**src/rtl/regarb_pkg.sv**
```systemverilog
// regarb_pkg: shared defaults, zero-register constant and reference round-robin pick function.
package regarb_pkg;
  localparam int DEF_NUM_REQ = 3;
  localparam int DEF_DATA_W = 16;
  localparam int DEF_ADDR_W = 3;
  localparam int ZERO_REG = 0;
  localparam int MAX_REQ = 8;
  function automatic logic [MAX_REQ-1:0] rr_pick(input logic [MAX_REQ-1:0] valid, input logic [2:0] ptr, input int n);
    int i;
    rr_pick = '0;
    for (int k = n - 1; k >= 0; k--) begin
      i = (int'(ptr) + k) % n;
      if (valid[i]) rr_pick = MAX_REQ'(1) << i;
    end
  endfunction
endpackage

```
**src/rtl/rr_picker.sv**
```systemverilog
// rr_picker: rotate / lowest-set-bit / rotate-back round-robin one-hot grant with hold suppression.
module rr_picker #(
  parameter int N = 3,
  parameter int PW = (N > 1) ? $clog2(N) : 1
) (
  input  logic [N-1:0]  valid,
  input  logic [PW-1:0] ptr,
  input  logic          hold,
  output logic [N-1:0]  grant,
  output logic [PW-1:0] winner
);
  logic [N-1:0] rot, first;
  assign rot = N'({valid, valid} >> ptr);
  assign first = rot & (~rot + N'(1));
  assign grant = hold ? '0 : N'(({first, first} << ptr) >> N);
  always_comb begin
    winner = '0;
    for (int i = 0; i < N; i++)
      if (grant[i]) winner = PW'(i);
  end
endmodule

```
**src/rtl/regfile_wb_arbiter.sv**
```systemverilog
// regfile_wb_arbiter: round-robin arbiter for the register-file write port with registered write bundle.
// Optional burst lock enabled by defining REGARB_LOCK_EN.
module regfile_wb_arbiter import regarb_pkg::*; #(
  parameter int NUM_REQ = DEF_NUM_REQ,
  parameter int DATA_W = DEF_DATA_W,
  parameter int ADDR_W = DEF_ADDR_W,
  parameter int ZERO_RO = 1
) (
  input  logic                      clk,
  input  logic                      rst_n,
  input  logic [NUM_REQ-1:0]        req_valid,
  input  logic [NUM_REQ*ADDR_W-1:0] req_addr,
  input  logic [NUM_REQ*DATA_W-1:0] req_data,
  input  logic [NUM_REQ-1:0]        req_lock,
  input  logic                      hold,
  output logic [NUM_REQ-1:0]        grant,
  output logic                      rf_we,
  output logic [ADDR_W-1:0]         rf_addr,
  output logic [DATA_W-1:0]         rf_data
);
  localparam int PW = (NUM_REQ > 1) ? $clog2(NUM_REQ) : 1;
  logic [PW-1:0] ptr, winner, ptr_next;
  logic any, keep;
  logic [ADDR_W-1:0] sel_addr;
  logic [DATA_W-1:0] sel_data;
  rr_picker #(.N(NUM_REQ), .PW(PW)) u_pick (
    .valid (req_valid),
    .ptr   (ptr),
    .hold  (hold),
    .grant (grant),
    .winner(winner)
  );
  assign any = |grant;
  assign sel_addr = req_addr[winner*ADDR_W +: ADDR_W];
  assign sel_data = req_data[winner*DATA_W +: DATA_W];
`ifdef REGARB_LOCK_EN
  // hold forces grant to zero, so the lock can never act while stalled
  assign keep = req_lock[winner];
`else
  logic unused_lock;
  assign unused_lock = ^req_lock;
  assign keep = 1'b0;
`endif
  assign ptr_next = keep ? winner : (winner == PW'(NUM_REQ - 1) ? '0 : winner + PW'(1));
  always_ff @(posedge clk or negedge rst_n) begin
    if (!rst_n) begin
      ptr <= '0;
      rf_we <= 1'b0;
      rf_addr <= '0;
      rf_data <= '0;
    end else begin
      rf_we <= any && !(ZERO_RO != 0 && sel_addr == ADDR_W'(ZERO_REG));
      if (any) begin
        ptr <= ptr_next;
        rf_addr <= sel_addr;
        rf_data <= sel_data;
      end
    end
  end
endmodule

```
**config.mk**
```make
export PLATFORM = sky130hd
export DESIGN_NAME = regfile_wb_arbiter
export DESIGN_NICKNAME = d
export VERILOG_FILES = /design/src/rtl/regarb_pkg.sv /design/src/rtl/rr_picker.sv /design/src/rtl/regfile_wb_arbiter.sv
export SDC_FILE = /design/constraint.sdc
export NUM_CORES = 1
export LEC_CHECK = 0
export CAP_MARGIN = 20
export CORE_MARGIN = 8
export CORE_UTILIZATION = 28
export DETAILED_ROUTE_END_ITERATION = 6
export GPL_TIMING_DRIVEN = 0
export PLACE_DENSITY_LB_ADDON = 0.25
export SYNTH_ARGS = -nofsm -noshare
export SYNTH_HDL_FRONTEND = slang
export SYNTH_HIERARCHICAL = 1
export SYNTH_SLANG_ARGS = --single-unit
export TNS_END_PERCENT = 10
```
**constraint.sdc**
```tcl
create_clock -name clk -period 4.15 [get_ports clk]
set_input_delay 0.6225 -clock clk [delete_from_list [all_inputs] [get_ports clk]]
set_output_delay 0.6225 -clock clk [all_outputs]
set_load 0.02 [all_outputs]
```
Word level (Yosys, flattened, before mapping). Cells that the tools add are included.

Input port bits: 66. Output and inout bits: 23. Word-level logic and storage cells: 22. Memory bits (writable): 0. Register bits: 22. Memory bits (read-only): 0. Memories kept: 0. Latch bits: 0.

Add/sub/neg operators: 2. Reductions and logical operators: 4. Shift-type cells: 4. Muxes and demuxes: 4. Magnitude comparators: 0. Multiply operators: 1. Divide/modulo/power cells: 0. Equality and inequality tests: 1. Bitwise operators: 2.

Operators with widths (number): variable part select 48 x 7 -> 16 bit (1); variable part select 9 x 5 -> 3 bit (1); << shifter 6 x 2 -> 6 bit (1); >> shifter 6 x 2 -> 3 bit (1); multiplier 2 x 2 -> 4 bit (second input constant) (1); 2-to-1 mux 2 bit (2); adder 3 x 1 -> 3 bit (second input constant) (1); AND 3 bit (1); zero test 3 bit (1); 2-to-1 mux 3 bit (1); inverter 3 bit (1); OR reduction 3 bit (1); adder 2 x 1 -> 2 bit (second input constant) (1); equality test 2 bit (second input constant) (1); logical AND 1 bit (1); zero test 1 bit (1); 2-to-1 mux 1 bit (1).

Longest topological paths before layout.
Depth in word-level cells: 13. Mapped depth: 7. Depth with buffers taken out: 6.

Modules after synthesis. The synthesis kept the hierarchy.

Modules (own cells, without submodules): regfile_wb_arbiter (area each 1223.7 sq um, cells each 117, seq. area each 550.5 sq um, instances 1); rr_picker (area each 100.1 sq um, cells each 14, seq. area each 0.0 sq um, instances 1).

Worst setup path after synthesis. No wires, ideal clock.

Path kind: in2reg. Start point: input port req_valid[2]. End point: register rf_addr[0]. Cell stages on the path: 7. Arrival time: 2063 ps. Setup slack: 1962 ps. Cell sequence: o21ai_1 nor2_1 a2111oi_2 or3_4 buf_6 buf_6 a21oi_2.

Elaborated cells between the ends (all ways): 11. Those cells by class: add/sub (1); mul (1); shift (3); mux (3); bitwise (2); reduce/logical (1).

RTL lines: start: declaration (line regfile_wb_arbiter.sv:11) `input logic [NUM_REQ-1:0] req_valid,`; >> shifter 6 x 2 -> 3 bit * (line rr_picker.sv:13) `assign rot = N'({valid, valid} >> ptr);`; inverter 3 bit (line rr_picker.sv:14) `assign first = rot & (~rot + N'(1));`; adder 3 x 1 -> 3 bit (line rr_picker.sv:14); AND 3 bit * (line rr_picker.sv:14); << shifter 6 x 2 -> 6 bit * (line rr_picker.sv:15) `assign grant = hold ? '0 : N'(({first, first} << ptr) >> N);`; 2-to-1 mux 3 bit * (line rr_picker.sv:15); via grant[0] (line regfile_wb_arbiter.sv:16) `output logic [NUM_REQ-1:0] grant,`; OR reduction 3 bit * (line regfile_wb_arbiter.sv:33) `assign any = |grant;`; end signal: assignment (line regfile_wb_arbiter.sv:55) `rf_addr <= sel_addr;`; end: declaration (line regfile_wb_arbiter.sv:18) `output logic [ADDR_W-1:0] rf_addr,`.

Mark *: on every way through the listed nets, which the timed path passes. The rest lies on a longest branch. A chain may end at the register's enable or synchronous reset.

Worst setup path after layout.
Start point: input port req_valid[1]. End point: output port grant[0].

Longest elaborated chain between the ends: 6.

RTL lines (line): >> shifter 6 x 2 -> 3 bit * (rr_picker.sv:13); inverter 3 bit (rr_picker.sv:14); adder 3 x 1 -> 3 bit (rr_picker.sv:14); AND 3 bit * (rr_picker.sv:14); << shifter 6 x 2 -> 6 bit * (rr_picker.sv:15); 2-to-1 mux 3 bit * (rr_picker.sv:15); end: declaration (regfile_wb_arbiter.sv:16).

Mark *: on every way between the ends. The rest lies on a longest branch, timed or not.

==> results.md <==
- Post-CTS setup buffers: 0
- Overall Power: 1290 uW
- R2R setup slack: 2.02 ns
- Resized Gates After CTS: 0
- Most used DFF post-synth: dfrtp_1
- First-pass GRT wire length: 6.91 mm
- Violation count after the first detailed-route iteration: 38
- RSZ-0062 raised after global routing: false
- H-tree depth: 1
- Post-route ant nets: 0
- Pre-Repair DR Iteration Count: 4
- Max clock buf depth: 2
- GR Overflow Total: 0
- Fillers: 464
- Critical path class: input port to output port
- Mapped Area: 0.00132 mm^2
- Synthesis-stage register bit count: 22
- Vias in the first global route: 1335
- Relative slew slack: 0.662
- Leak: slightly above 0.0009 uW
- Synth cell types: 22
- Required @ worst endpoint: 3.53 ns
- Worst Setup End Kind: output port
- Max-cap violations: 0
- Num CTS Buffers: 3
- Most frequent cells in the layout: clkdlybuf4s50_1 (85), dfrtp_1 (22), nor2_1 (21), mux2i_1 (19), a2bb2oi_1 (19)
- Pwr per Cell Area: roughly 550 mW/mm^2
- Hold depth: 2
- Slew @ Worst Pin: 0.508 ns
- Worst-case reg-to-reg path depth: 7
- Final period util: 0.746
- Routed via count: 1321
- Hold EP: rf_data[10]$_DFFE_PN0P_
- Core Footprint: 0.00463 mm^2
- Initial Util: 0.286
- Final Hold Viols: 0
- Crit path max fanout: 5
- CP Launch Type: input port
- RR Endpoint: rf_we$_DFF_PN0_
- Share of cells above drive strength 1: 0.113
- Vias per cell: roughly 4.8
- Antenna cells: 0
- Worst EP arrival: between 2 and 2.5 ns
- Residual DRC: 0
- Hold buffers post-CTS: 0
- Status: finished, final reports clean
- FFs w/ async S/R, synth: 1.00
- Hold crit path type: register to register
- Hold path startpoint: rf_data[10]$_DFFE_PN0P_
- Maximum vdd drop: just under 200 uV
- Gr usage total: 0.118
- Total Wirelength: around 4.3 mm
- Post-layout util: 0.503
- FP Rows: 25
- Pin count of the biggest net entering global routing: 23
- Antenna violations before repair: 0
- CTS tree: done
- WL/cell: approximately 16 um
- Total clock sinks: 22
- Max Slew Vio Count: 0
- Die width: between 80 and 90 um
- Die height: roughly 85 um
- Clock Skews: 0.00501 ns
- Final #Nets: 288
- PortBufs: 85
- Root Driver: clkbuf_8
- Clock-pin slew on the worst setup and hold paths: about 0.080 ns
- Die area: slightly above 0.007 mm^2
- Worst-Skew Late Latency: 0.25 ns
- Finish-stage setup viols: 0
- Post-synth EDFFs: 0
- Gate count of the mapped netlist: 131
- Register area share after synthesis: 0.416
- DP HPWL: 3.52 mm
- Gpl congestion: around 0.75
- Max Fclk: 323 MHz
- Final Critical Period: approximately 3.1 ns
- Worst R2R Start: ptr[0]$_DFFE_PN0P_
- Commonest non-fill, non-tap cell in the layout: clkdlybuf4s50_1
- Area growth syn-to-layout: 75.9%
- Syn_nets: 197
- Avg Inst Size Synth: 10.1 um^2
- Synth warn: 6
- IO Pins: 89
- Setup_tns: 0 ns
==> flip-flops by register name, indices dropped and copies added (netlist names) <==
name     cells
ptr          2
rf_we        1
rf_addr      3
rf_data     16
==> cells by family (layout without fill, tap and decap cells) <==
| family | after synthesis | count (layout) | share of synthesized area |
|---|---|---|---|
| AOI/OAI and AO/OA | 46 | 46 | 0.280 |
| buffers and inverters | 13 | 103 | 0.0577 |
| DFF | 22 | 22 | 0.416 |
| muxes | 19 | 19 | 0.144 |
| and+or+nand+nor | 31 | 31 | 0.103 |
==> how the worst max path moves through the flow <==
| stage | from | endpoint | depth (start not counted) |
|---|---|---|---|
| floorplan | req_valid[2] | rf_addr[0]$_DFFE_PN0P_ | 7 |
| global placement | req_valid[1] | grant[0] | 5 |
| detailed placement | req_valid[1] | grant[0] | 5 |
| finish | req_valid[1] | grant[0] | 5 |
| global route | req_valid[1] | grant[0] | 5 |
| CTS | req_valid[1] | grant[0] | 5 |
==> worst max-delay path, cell delays in order <==
cell             delay [ns]
clkdlybuf4s50_1        0.48
o21ai_1                0.14
nor2_1                 0.06
a2111oi_2              0.48
clkdlybuf4s50_1        0.70
==> cells in the mapped netlist, types with 2 or more instances <==
| master | count | share of area |
|---|---|---|
| o2111a_1 | 2 | 0.017 |
| a21oi_1 | 9 | 0.034 |
| buf_4 | 2 | 0.011 |
| dfrtp_1 | 22 | 0.42 |
| nor2b_1 | 3 | 0.014 |
| o21ai_1 | 2 | 0.0076 |
| clkbuf_1 | 3 | 0.0085 |
| inv_1 | 2 | 0.0057 |
| buf_2 | 4 | 0.015 |
| nor2_1 | 21 | 0.060 |
| a2bb2oi_1 | 19 | 0.13 |
| mux2i_1 | 19 | 0.14 |
| nand2_1 | 4 | 0.011 |
| a21oi_2 | 10 | 0.066 |
| buf_6 | 2 | 0.017 |
==> through the flow <==
stage	worst slack [ns]	std cells	instance area [um^2]	hold WS, ns
after floorplan	1.96	131	1320	0.327
after global placement	1.03	270	2240	0.497
after detailed placement	1.03	270	2240	0.504
after CTS	1.02	274	2310	0.523
after global routing	0.939	275	2330	0.561
final	1.05	275	2330	0.520
==> layout make-up <==
class / count / area, um^2 / share of cell area
timing repair buffer: 86 / 866 / 0.372
multi-input combinational: 96 / 697 / 0.299
sequential: 22 / 551 / 0.236
buffer: 11 / 68.8 / 0.0296
tap: 54 / 67.6 / 0.0290
clock buffer: 3 / 41.3 / 0.0177
clock inverter: 1 / 30.0 / 0.0129
inverter: 2 / 7.51 / 0.00322
==> where the power goes <==
group          internal [uW]  switching, uW
clock                    129           67.3
combinational            359            353
sequential               317           62.3
==> routing by layer <==
layer	wire (um)	track usage	part of all wire
met1	2020	0.152	0.47
met2	1770	0.182	0.41
met3	463	0.0507	0.11
met4	24	0.0146	0.0056
met5	0	0	0
Note: power is estimated with default switching activity, not from simulation.
